[config.mk]
export PLATFORM = sky130hd
export DESIGN_NAME = hb_interp2
export DESIGN_NICKNAME = d
export VERILOG_FILES = /design/src/rtl/hb_interp2.sv
export SDC_FILE = /design/constraint.sdc
export NUM_CORES = 2
export LEC_CHECK = 0
export ABC_CLOCK_PERIOD_IN_PS = 14950
export CAP_MARGIN = 20
export CORE_MARGIN = 5
export CORE_UTILIZATION = 30
export CTS_CLUSTER_SIZE = 28
export DETAILED_ROUTE_END_ITERATION = 7
export GPL_TIMING_DRIVEN = 0
export SYNTH_ARGS = -nofsm -noshare
export SYNTH_HDL_FRONTEND = slang
export SYNTH_SLANG_ARGS = --single-unit
[constraint.sdc]
create_clock -name clk -period 14.95 [get_ports clk]
set_input_delay 3.7375 -clock clk [delete_from_list [all_inputs] [get_ports clk]]
set_output_delay 3.7375 -clock clk [all_outputs]
set_load 0.03 [all_outputs]
[src/rtl/hb_interp2.sv]
// Halfband x2 interpolator, polyphase, 27-tap prototype.
// Emits centre phase then FIR phase per input sample.
module hb_interp2 #(
  parameter int DATA_W = 16,
  parameter int ACC_W  = 38
) (
  input  logic                     clk,
  input  logic                     reset_n,
  input  logic signed [DATA_W-1:0] x_in,
  input  logic                     x_in_valid,
  output logic                     x_in_ready,
  output logic signed [DATA_W-1:0] y_out,
  output logic                     y_out_valid,
  input  logic                     y_out_ready
);

  localparam int P_W = DATA_W + 1;
  localparam int M_W = 2 * DATA_W + 2;
  localparam int SHR = DATA_W - 2;

  localparam logic signed [DATA_W-1:0] W [7] = '{
    16'sd3, -16'sd25, 16'sd117, -16'sd394,
    16'sd1078, -16'sd2753, 16'sd10165
  };

  localparam logic signed [ACC_W-1:0] SAT_HI =
    ACC_W'((2 ** (DATA_W - 1)) - 1);
  localparam logic signed [ACC_W-1:0] SAT_LO = -SAT_HI - 1;

  typedef enum logic [2:0] {
    IDLE, PAIR, MULT, ACC, OUT0, OUT1
  } state_t;

  state_t state, state_nxt;

  logic signed [DATA_W-1:0] d [14];
  logic signed [P_W-1:0]    p [7];
  logic signed [M_W-1:0]    prod [7];
  logic signed [DATA_W-1:0] centre;
  logic signed [ACC_W-1:0]  acc;
  logic signed [ACC_W-1:0]  acc_sum;
  logic signed [ACC_W-1:0]  acc_sh;
  logic signed [DATA_W-1:0] y_fir;
  logic                     in_xfer;
  logic                     out_xfer;

  assign x_in_ready = (state == IDLE);
  assign in_xfer    = x_in_valid && x_in_ready;
  assign out_xfer   = y_out_valid && y_out_ready;

  always_ff @(posedge clk or negedge reset_n) begin
    if (!reset_n) state <= IDLE;
    else          state <= state_nxt;
  end

  always_comb begin
    state_nxt = state;
    unique case (state)
      IDLE:    if (in_xfer) state_nxt = PAIR;
      PAIR:    state_nxt = MULT;
      MULT:    state_nxt = ACC;
      ACC:     state_nxt = OUT0;
      OUT0:    if (out_xfer) state_nxt = OUT1;
      OUT1:    if (out_xfer) state_nxt = IDLE;
      default: state_nxt = IDLE;
    endcase
  end

  always_comb begin
    acc_sum = '0;
    for (int k = 0; k < 7; k++)
      acc_sum = acc_sum + ACC_W'(prod[k]);
  end

  // Shift by 14 rather than 15 folds in the x2 zero-stuffing gain
  always_comb begin
    acc_sh = acc >>> SHR;
    y_fir  = acc_sh[DATA_W-1:0];
    if (acc_sh > SAT_HI)
      y_fir = {1'b0, {(DATA_W-1){1'b1}}};
    else if (acc_sh < SAT_LO)
      y_fir = {1'b1, {(DATA_W-1){1'b0}}};
  end

  always_ff @(posedge clk or negedge reset_n) begin
    if (!reset_n) begin
      for (int i = 0; i < 14; i++) d[i] <= '0;
      for (int k = 0; k < 7; k++) begin
        p[k]    <= '0;
        prod[k] <= '0;
      end
      centre      <= '0;
      acc         <= '0;
      y_out       <= '0;
      y_out_valid <= 1'b0;
    end else begin
      if (in_xfer) begin
        d[0] <= x_in;
        for (int i = 1; i < 14; i++) d[i] <= d[i-1];
      end
      if (state == PAIR) begin
        for (int k = 0; k < 7; k++)
          p[k] <= {d[k][DATA_W-1], d[k]}
                + {d[13-k][DATA_W-1], d[13-k]};
        centre <= d[7];
      end
      if (state == MULT) begin
        for (int k = 0; k < 7; k++)
          prod[k] <= M_W'(p[k]) * M_W'(W[k]);
      end
      if (state == ACC) begin
        acc         <= acc_sum;
        y_out       <= centre;
        y_out_valid <= 1'b1;
      end
      if (state == OUT0 && out_xfer) y_out <= y_fir;
      if (state == OUT1 && out_xfer) y_out_valid <= 1'b0;
    end
  end

endmodule

==> metrics.json <==
{
  "status": {
    "run_status": "finished, final reports clean"
  },
  "timing": {
    "max-slew-margin-rel_pct": 24.2,
    "final_cycle_utilization_of_the_critical_path_pct": 44.5,
    "finalClockSkew_ns": 0.0232,
    "tns_ns": 0,
    "max_clock_freq_ghz": 0.150,
    "fin_crit_ns": 6.65,
    "hold-worst-slack_ns": 0.476,
    "unrepaired_setup_endpoints_after_global_routing": "no",
    "setup_viol": 0,
    "final-hold-violation-count": 0,
    "final-max-slew-violation-count": 0,
    "actual_transition_at_the_worst_max_transition_pin_ns": 1.14
  },
  "yosys": {
    "post-synth-top-area-fraction_pct": 27.5,
    "synth-warning-count": 0,
    "synthesized_instance_count": 5166,
    "postSynthRegisterBits": 582,
    "synth_nets": 6467,
    "synth.area.top_cells": "sky130_fd_sc_hd__dfrtp_1 28%, sky130_fd_sc_hd__fa_1 21%, sky130_fd_sc_hd__ha_1 17%",
    "synth_async_sr_flop_share_pct": 100,
    "post-synth-top-area-cell": "sky130_fd_sc_hd__dfrtp_1",
    "synthTopCellsByCount": "810 x sky130_fd_sc_hd__inv_1, 718 x sky130_fd_sc_hd__ha_1, 582 x sky130_fd_sc_hd__dfrtp_1",
    "synthFlopType": "sky130_fd_sc_hd__dfrtp_1",
    "synth_enable_flop_cells": 0,
    "post-synth-top-count-cell": "sky130_fd_sc_hd__inv_1",
    "synth_area_um2": 52900,
    "synth.avg_cell_area_um2": 10.2,
    "yosysUniqueCellTypes": 66,
    "yosysSeqAreaShare_pct": 27.5
  },
  "floorplanning": {
    "row_count": 154,
    "die_y_um": 430,
    "area_of_the_core_um2": 176000,
    "fp.dieW_um": 430,
    "boundary_pins": 38,
    "initial_utilization_pct": 30.1,
    "design.die.area_um2": 185000
  },
  "run": {
    "max_cap_violations": 0
  },
  "placed_design": {
    "detailed_place_hpwl_um": 124000,
    "finalWeightedCongestion": 0.910,
    "place.port_buffers": 37
  },
  "clock_tree": {
    "cts.repair_timing.setup_buffer_count": 0,
    "root_buffer": "sky130_fd_sc_hd__clkbuf_16",
    "clock_latency_ns": 0.64,
    "path_clk_slew_ns": 0.06,
    "cts_tree": "built",
    "numClockSinks": 582,
    "post_cts_resize_count": 0,
    "maximum_buffer_depth_of_the_clock_tree": 3,
    "htreeDepth": 3,
    "cts_hold_buf": 0,
    "tritoncts.num_buffers": 68
  },
  "final_layout": {
    "fillCellCount": 17953,
    "syn_to_final_growth_pct": 11.3,
    "drive_above_1_share_pct": 6.75,
    "finish.net_count": 6581
  },
  "critical_path": {
    "cp_slowest_cell": "sky130_fd_sc_hd__dfrtp_1",
    "timing.critical_path.mode_cell": "sky130_fd_sc_hd__fa_1",
    "critPathKind": "reg2reg",
    "worstPathMaxFanout": 15,
    "critical_path_buf_inv_count": 2,
    "worst-endpoint-required_ns": 15.47,
    "category_of_the_worst_setup_path_capture_point": "flop",
    "path_cells": "clkbuf_1 -> inv_2 -> fa_1 -> xnor2_1 -> xnor2_1 -> fa_1 -> fa_1 -> fa_1 -> ha_1 -> ha_1 -> a21o_1 -> a21oi_1 -> o21ai_0 -> a21oi_1 -> o211ai_1 -> a221oi_1 -> xnor2_1 -> mux2_2",
    "cp_data_arrival_time_ns": 7.17,
    "timing.critical_path.max_delay_family": "adder cells",
    "worstSetupStartpointType": "flop",
    "worst_path_largest_cell_delay_ns": 0.74
  },
  "route": {
    "route.detailed.wl_per_inst_um": 19.2,
    "ant_nets": 0,
    "drt_first_pass_iters": 5,
    "first_iter_violations": 2079,
    "detail_route.vias_per_cell": 4.80,
    "routed_wl_um": 147000,
    "via_count": 36868,
    "detail_route.drc_violations": 0
  },
  "grt": {
    "global_route.usage.met1_pct": 21.4,
    "global_route_wire_length_before_repair_um": 230000,
    "antenna_found_initial": 5,
    "pin_count_of_the_biggest_net_entering_global_routing": 123,
    "via_count_of_the_first_global_routing_pass": 38439,
    "grt_resource_usage_total_pct": 16.0,
    "grt_remaining_overflow": 0,
    "busiest_layer": "met2",
    "grt_use_met3_pct": 2.04,
    "gr-usage-met2_pct": 26.5
  },
  "worst_hold_path": {
    "worst_hold_path_type": "reg2reg"
  }
}
[cell type report]
| class | count | area, um2 | share of cell area [%] |
|---|---|---|---|
| antenna | 1 | 2.50 | 0.00425 |
| buffer | 121 | 455 | 0.773 |
| clock buffer | 94 | 1970 | 3.35 |
| clock inverter | 30 | 497 | 0.844 |
| inverter | 811 | 3040 | 5.17 |
| multi-input combinational | 3652 | 34900 | 59.2 |
| sequential | 582 | 14600 | 24.7 |
| tap | 2340 | 2930 | 4.97 |
| timing repair buffer | 44 | 568 | 0.965 |
[cells in the final DEF (no fill, tap or decap), types with 8 or more instances in the layout]
master                            count
sky130_fd_sc_hd__nor3_1              37
sky130_fd_sc_hd__o21ai_0            422
sky130_fd_sc_hd__nor2b_1             20
sky130_fd_sc_hd__a211oi_1            40
sky130_fd_sc_hd__xnor2_1            143
sky130_fd_sc_hd__nand2_1            511
sky130_fd_sc_hd__a21boi_0             8
sky130_fd_sc_hd__a31o_2               8
sky130_fd_sc_hd__clkbuf_8            15
sky130_fd_sc_hd__dfrtp_1            582
sky130_fd_sc_hd__o211ai_1            11
sky130_fd_sc_hd__or2_2                9
sky130_fd_sc_hd__a21oi_1            209
sky130_fd_sc_hd__nand4_1             15
sky130_fd_sc_hd__and3_1              22
sky130_fd_sc_hd__a31oi_1             18
sky130_fd_sc_hd__o21bai_1            40
sky130_fd_sc_hd__and2_1              10
sky130_fd_sc_hd__or3_1               20
sky130_fd_sc_hd__nand3b_1             8
sky130_fd_sc_hd__a211o_1              9
sky130_fd_sc_hd__mux2_2             216
sky130_fd_sc_hd__o21a_1              29
sky130_fd_sc_hd__fa_1               563
sky130_fd_sc_hd__clkdlybuf4s50_1     36
sky130_fd_sc_hd__a21o_1             101
sky130_fd_sc_hd__nand3_1             47
sky130_fd_sc_hd__clkinv_2             8
sky130_fd_sc_hd__nor2_1             156
sky130_fd_sc_hd__xor2_1             115
sky130_fd_sc_hd__clkbuf_1           123
sky130_fd_sc_hd__inv_1              810
sky130_fd_sc_hd__ha_1               718
sky130_fd_sc_hd__clkbuf_16           69
sky130_fd_sc_hd__o31ai_1             20
sky130_fd_sc_hd__nand2b_1            23
sky130_fd_sc_hd__bufinv_16           10
[cells by family (layout without fill, tap and decap cells)]
kind of cell / after synthesis / in the layout / synth area share (%)
buf+inv: 932 / 1100 / 6.61
fa+ha+maj: 1281 / 1281 / 38.3
xor+xnor: 258 / 258 / 4.27
flops: 582 / 582 / 27.5
compound gates: 987 / 987 / 11.2
mux: 222 / 222 / 4.71
other cells: 0 / 1 / 0
simple gates: 904 / 904 / 7.45
[worst paths after layout]
kind | endpoint | start | slack (ns) | cells after the start
max in group asynchronous | prod[28] | reset_n | 9.99 | 4
min reg2reg | centre[13] | centre[13] | 0.48 | 2
min | centre[13] | centre[13] | 0.48 | 2
min in group asynchronous | d[12] | reset_n | 3.02 | 1
max | prod[63] | p[33] | 8.30 | 18
max reg2reg | prod[63] | p[33] | 8.30 | 18
[routing by layer]
metal / vias to the layer above / share of wire [%]
li1: 17382 / -
met1: 18555 / 45
met2: 721 / 47
met3: 208 / 4.3
met4: 2 / 4.0
met5: - / 0.0088
[state kept, by name (all words and copies together) (netlist names)]
register and cells:
y_out 16, centre 16, p 119, d 224, prod 184, state 3
acc 19, y_out_valid 1
[through the flow]
stage	worst slack (ns)	util [%]	area, um2	cells
global placement	-16.10	32.0	56200	7543
CTS	8.24	33.5	58900	7673
finish	8.30	33.5	58900	7675
detailed placement	8.24	32.1	56400	7549
floorplan	9.31	-	52900	5166
global route	7.85	33.5	58900	7674
[worst reg2reg max path, delay by kind of cell (launching register included)]
family	cells	cell delay, ns
multiplexers	1	0.33
adder cells (fa/ha/maj)	6	2.62
flip-flops	1	0.74
AO/OA/AOI/OAI	6	1.32
buffers and inverters	2	0.92
XOR/XNOR	3	0.63
Power is not shown: default switching activity piles up to over one toggle a cycle in this logic, so the estimate is an artifact.
==> variant, RTL diff (same flow settings) <==
Set the parameter `ACC_W` to 19 (it was 38).
--- a/src/rtl/hb_interp2.sv
+++ b/src/rtl/hb_interp2.sv
@@ -2,7 +2,7 @@
 // Emits centre phase then FIR phase per input sample.
 module hb_interp2 #(
   parameter int DATA_W = 16,
-  parameter int ACC_W  = 38
+  parameter int ACC_W  = 19
 ) (
   input  logic                     clk,
   input  logic                     reset_n,
Function: same outputs for any inputs over 4 cycles, from zero or initial values and one cycle with reset_n low; that may be too few to reach the edited logic, so the function may still have changed.
==> variant against the original RTL <==
- critical path depth decreased by 15
- die area shrank 21%
- design area fell by 22%
- register-to-register slack better by 730 ps
- worst hold slack got worse by 1.6 ps
- fmax is 3.1% higher
- synthesized area down 21%
- wire length decreased by 29%
- setup slack better by 200 ps
- utilization is 0.068 points higher
- sequential cell count down 67
- highest routed layer is now met4
Power is left out: the tool's default activity adds up to more than one toggle a clock period on the data nets, which glitch-free logic cannot reach.
==> variant: results (changes against the original RTL) <==
Layout Nets = 5011 (-24%)
Synth Area in Compound Gates = 8.83% (-2.3 points)
Measured slew at the worst slew-check pin = 1020 ps (-122 ps)
Layout Cells excl Fill = 5923 (-23%)
FF/Latch Area = 12900 um^2 (-12%)
PnR worst setup slack = 8500 ps (+203 ps)
Routed wire per std cell = 17.8 um (-7.4%)
Post-Synth Adder-Cell Area = 34.0% (-4.3 points)
Crit path from = state[2]
Worst Setup EP = x_in_ready
Status = complete, no violations
Cells after Synth = 3989 (-23%)
Worst r2r src = p[4]
Cell Area, Placed = 44300 um^2 (-21%)
HPWL Detailed = 87500 um (-30%)
Buffers outside the clock class = 133 (-19%)
Die width = 382 um (-11%)
Buffer share of cell area = 1.80% (+0.059 points)
Signal inverters = 663 (-18%)
# placed instances = 5824 (-23%)
Design area = 46200 um^2 (-22%)
Commonest cells post-synth = inv_1, ha_1, dfrtp_1
DR vias/cell = 4.71 (-2.0%)
Regs by FF count = d: 224 flops, prod: 131 flops, p: 119 flops
Clock buffers = 71 (-24%)
Post-place setup slack = 8440 ps (+199 ps)
Crit Reg-Reg Endpoint = prod[18]
Vias in the first global route = 28.7k (-25%)
Clk_skew = 53.8 ps (+30.6 ps)
FF-to-FF setup slack = 9030 ps (+730 ps)
Comb_multi_in = 2719 (-26%)
Largest cells by area after synthesis = dfrtp_1, fa_1, ha_1
H-tree depth = 2 (-1)
Maximum fanout along the worst path = 10 (-5)
XOR/XNOR share of the synthesized area = 5.08% (+0.81 points)
FF+latch count = 515 (-12%)
Sequential share of the synthesized area = 31.0% (+3.5 points)
Post-synthesis cell type count = 60 (-9.1%)
-- variant: cell count changes in the layout (fill, tap and decap cells not counted), sizes merged, moves of 110 or more --
cell   change
fa       -189
ha       -188
o21ai    -169
inv      -149
nand2    -138
a21oi    -110
-- variant: worst min-delay path by stage --
stage	start	endpoint	slack (ps)
2_1_floorplan	centre[10]	centre[10]	450
3_3_place_gp	centre[3]	centre[3]	460
3_5_place_dp	centre[0]	centre[0]	460
4_1_cts	centre[0]	centre[0]	480
5_1_grt	prod[79]	prod[79]	500
6_report	prod[79]	prod[79]	470
-- variant: critical path: stages (launching register included) --
cell             delay [ps]
dfrtp_1                 360
clkbuf_1                200
nor3_1                  720
clkdlybuf4s50_1         820
-- variant: per-layer routing --
layer  vias up  global-route usage, %  part of all wire (%)
li1      13376                      -                     -
met1     13903                   19.6                    46
met2       447                   24.3                    47
met3       155                   1.58                   3.4
met4         0                   4.68                   3.5
met5         -                      0                     0
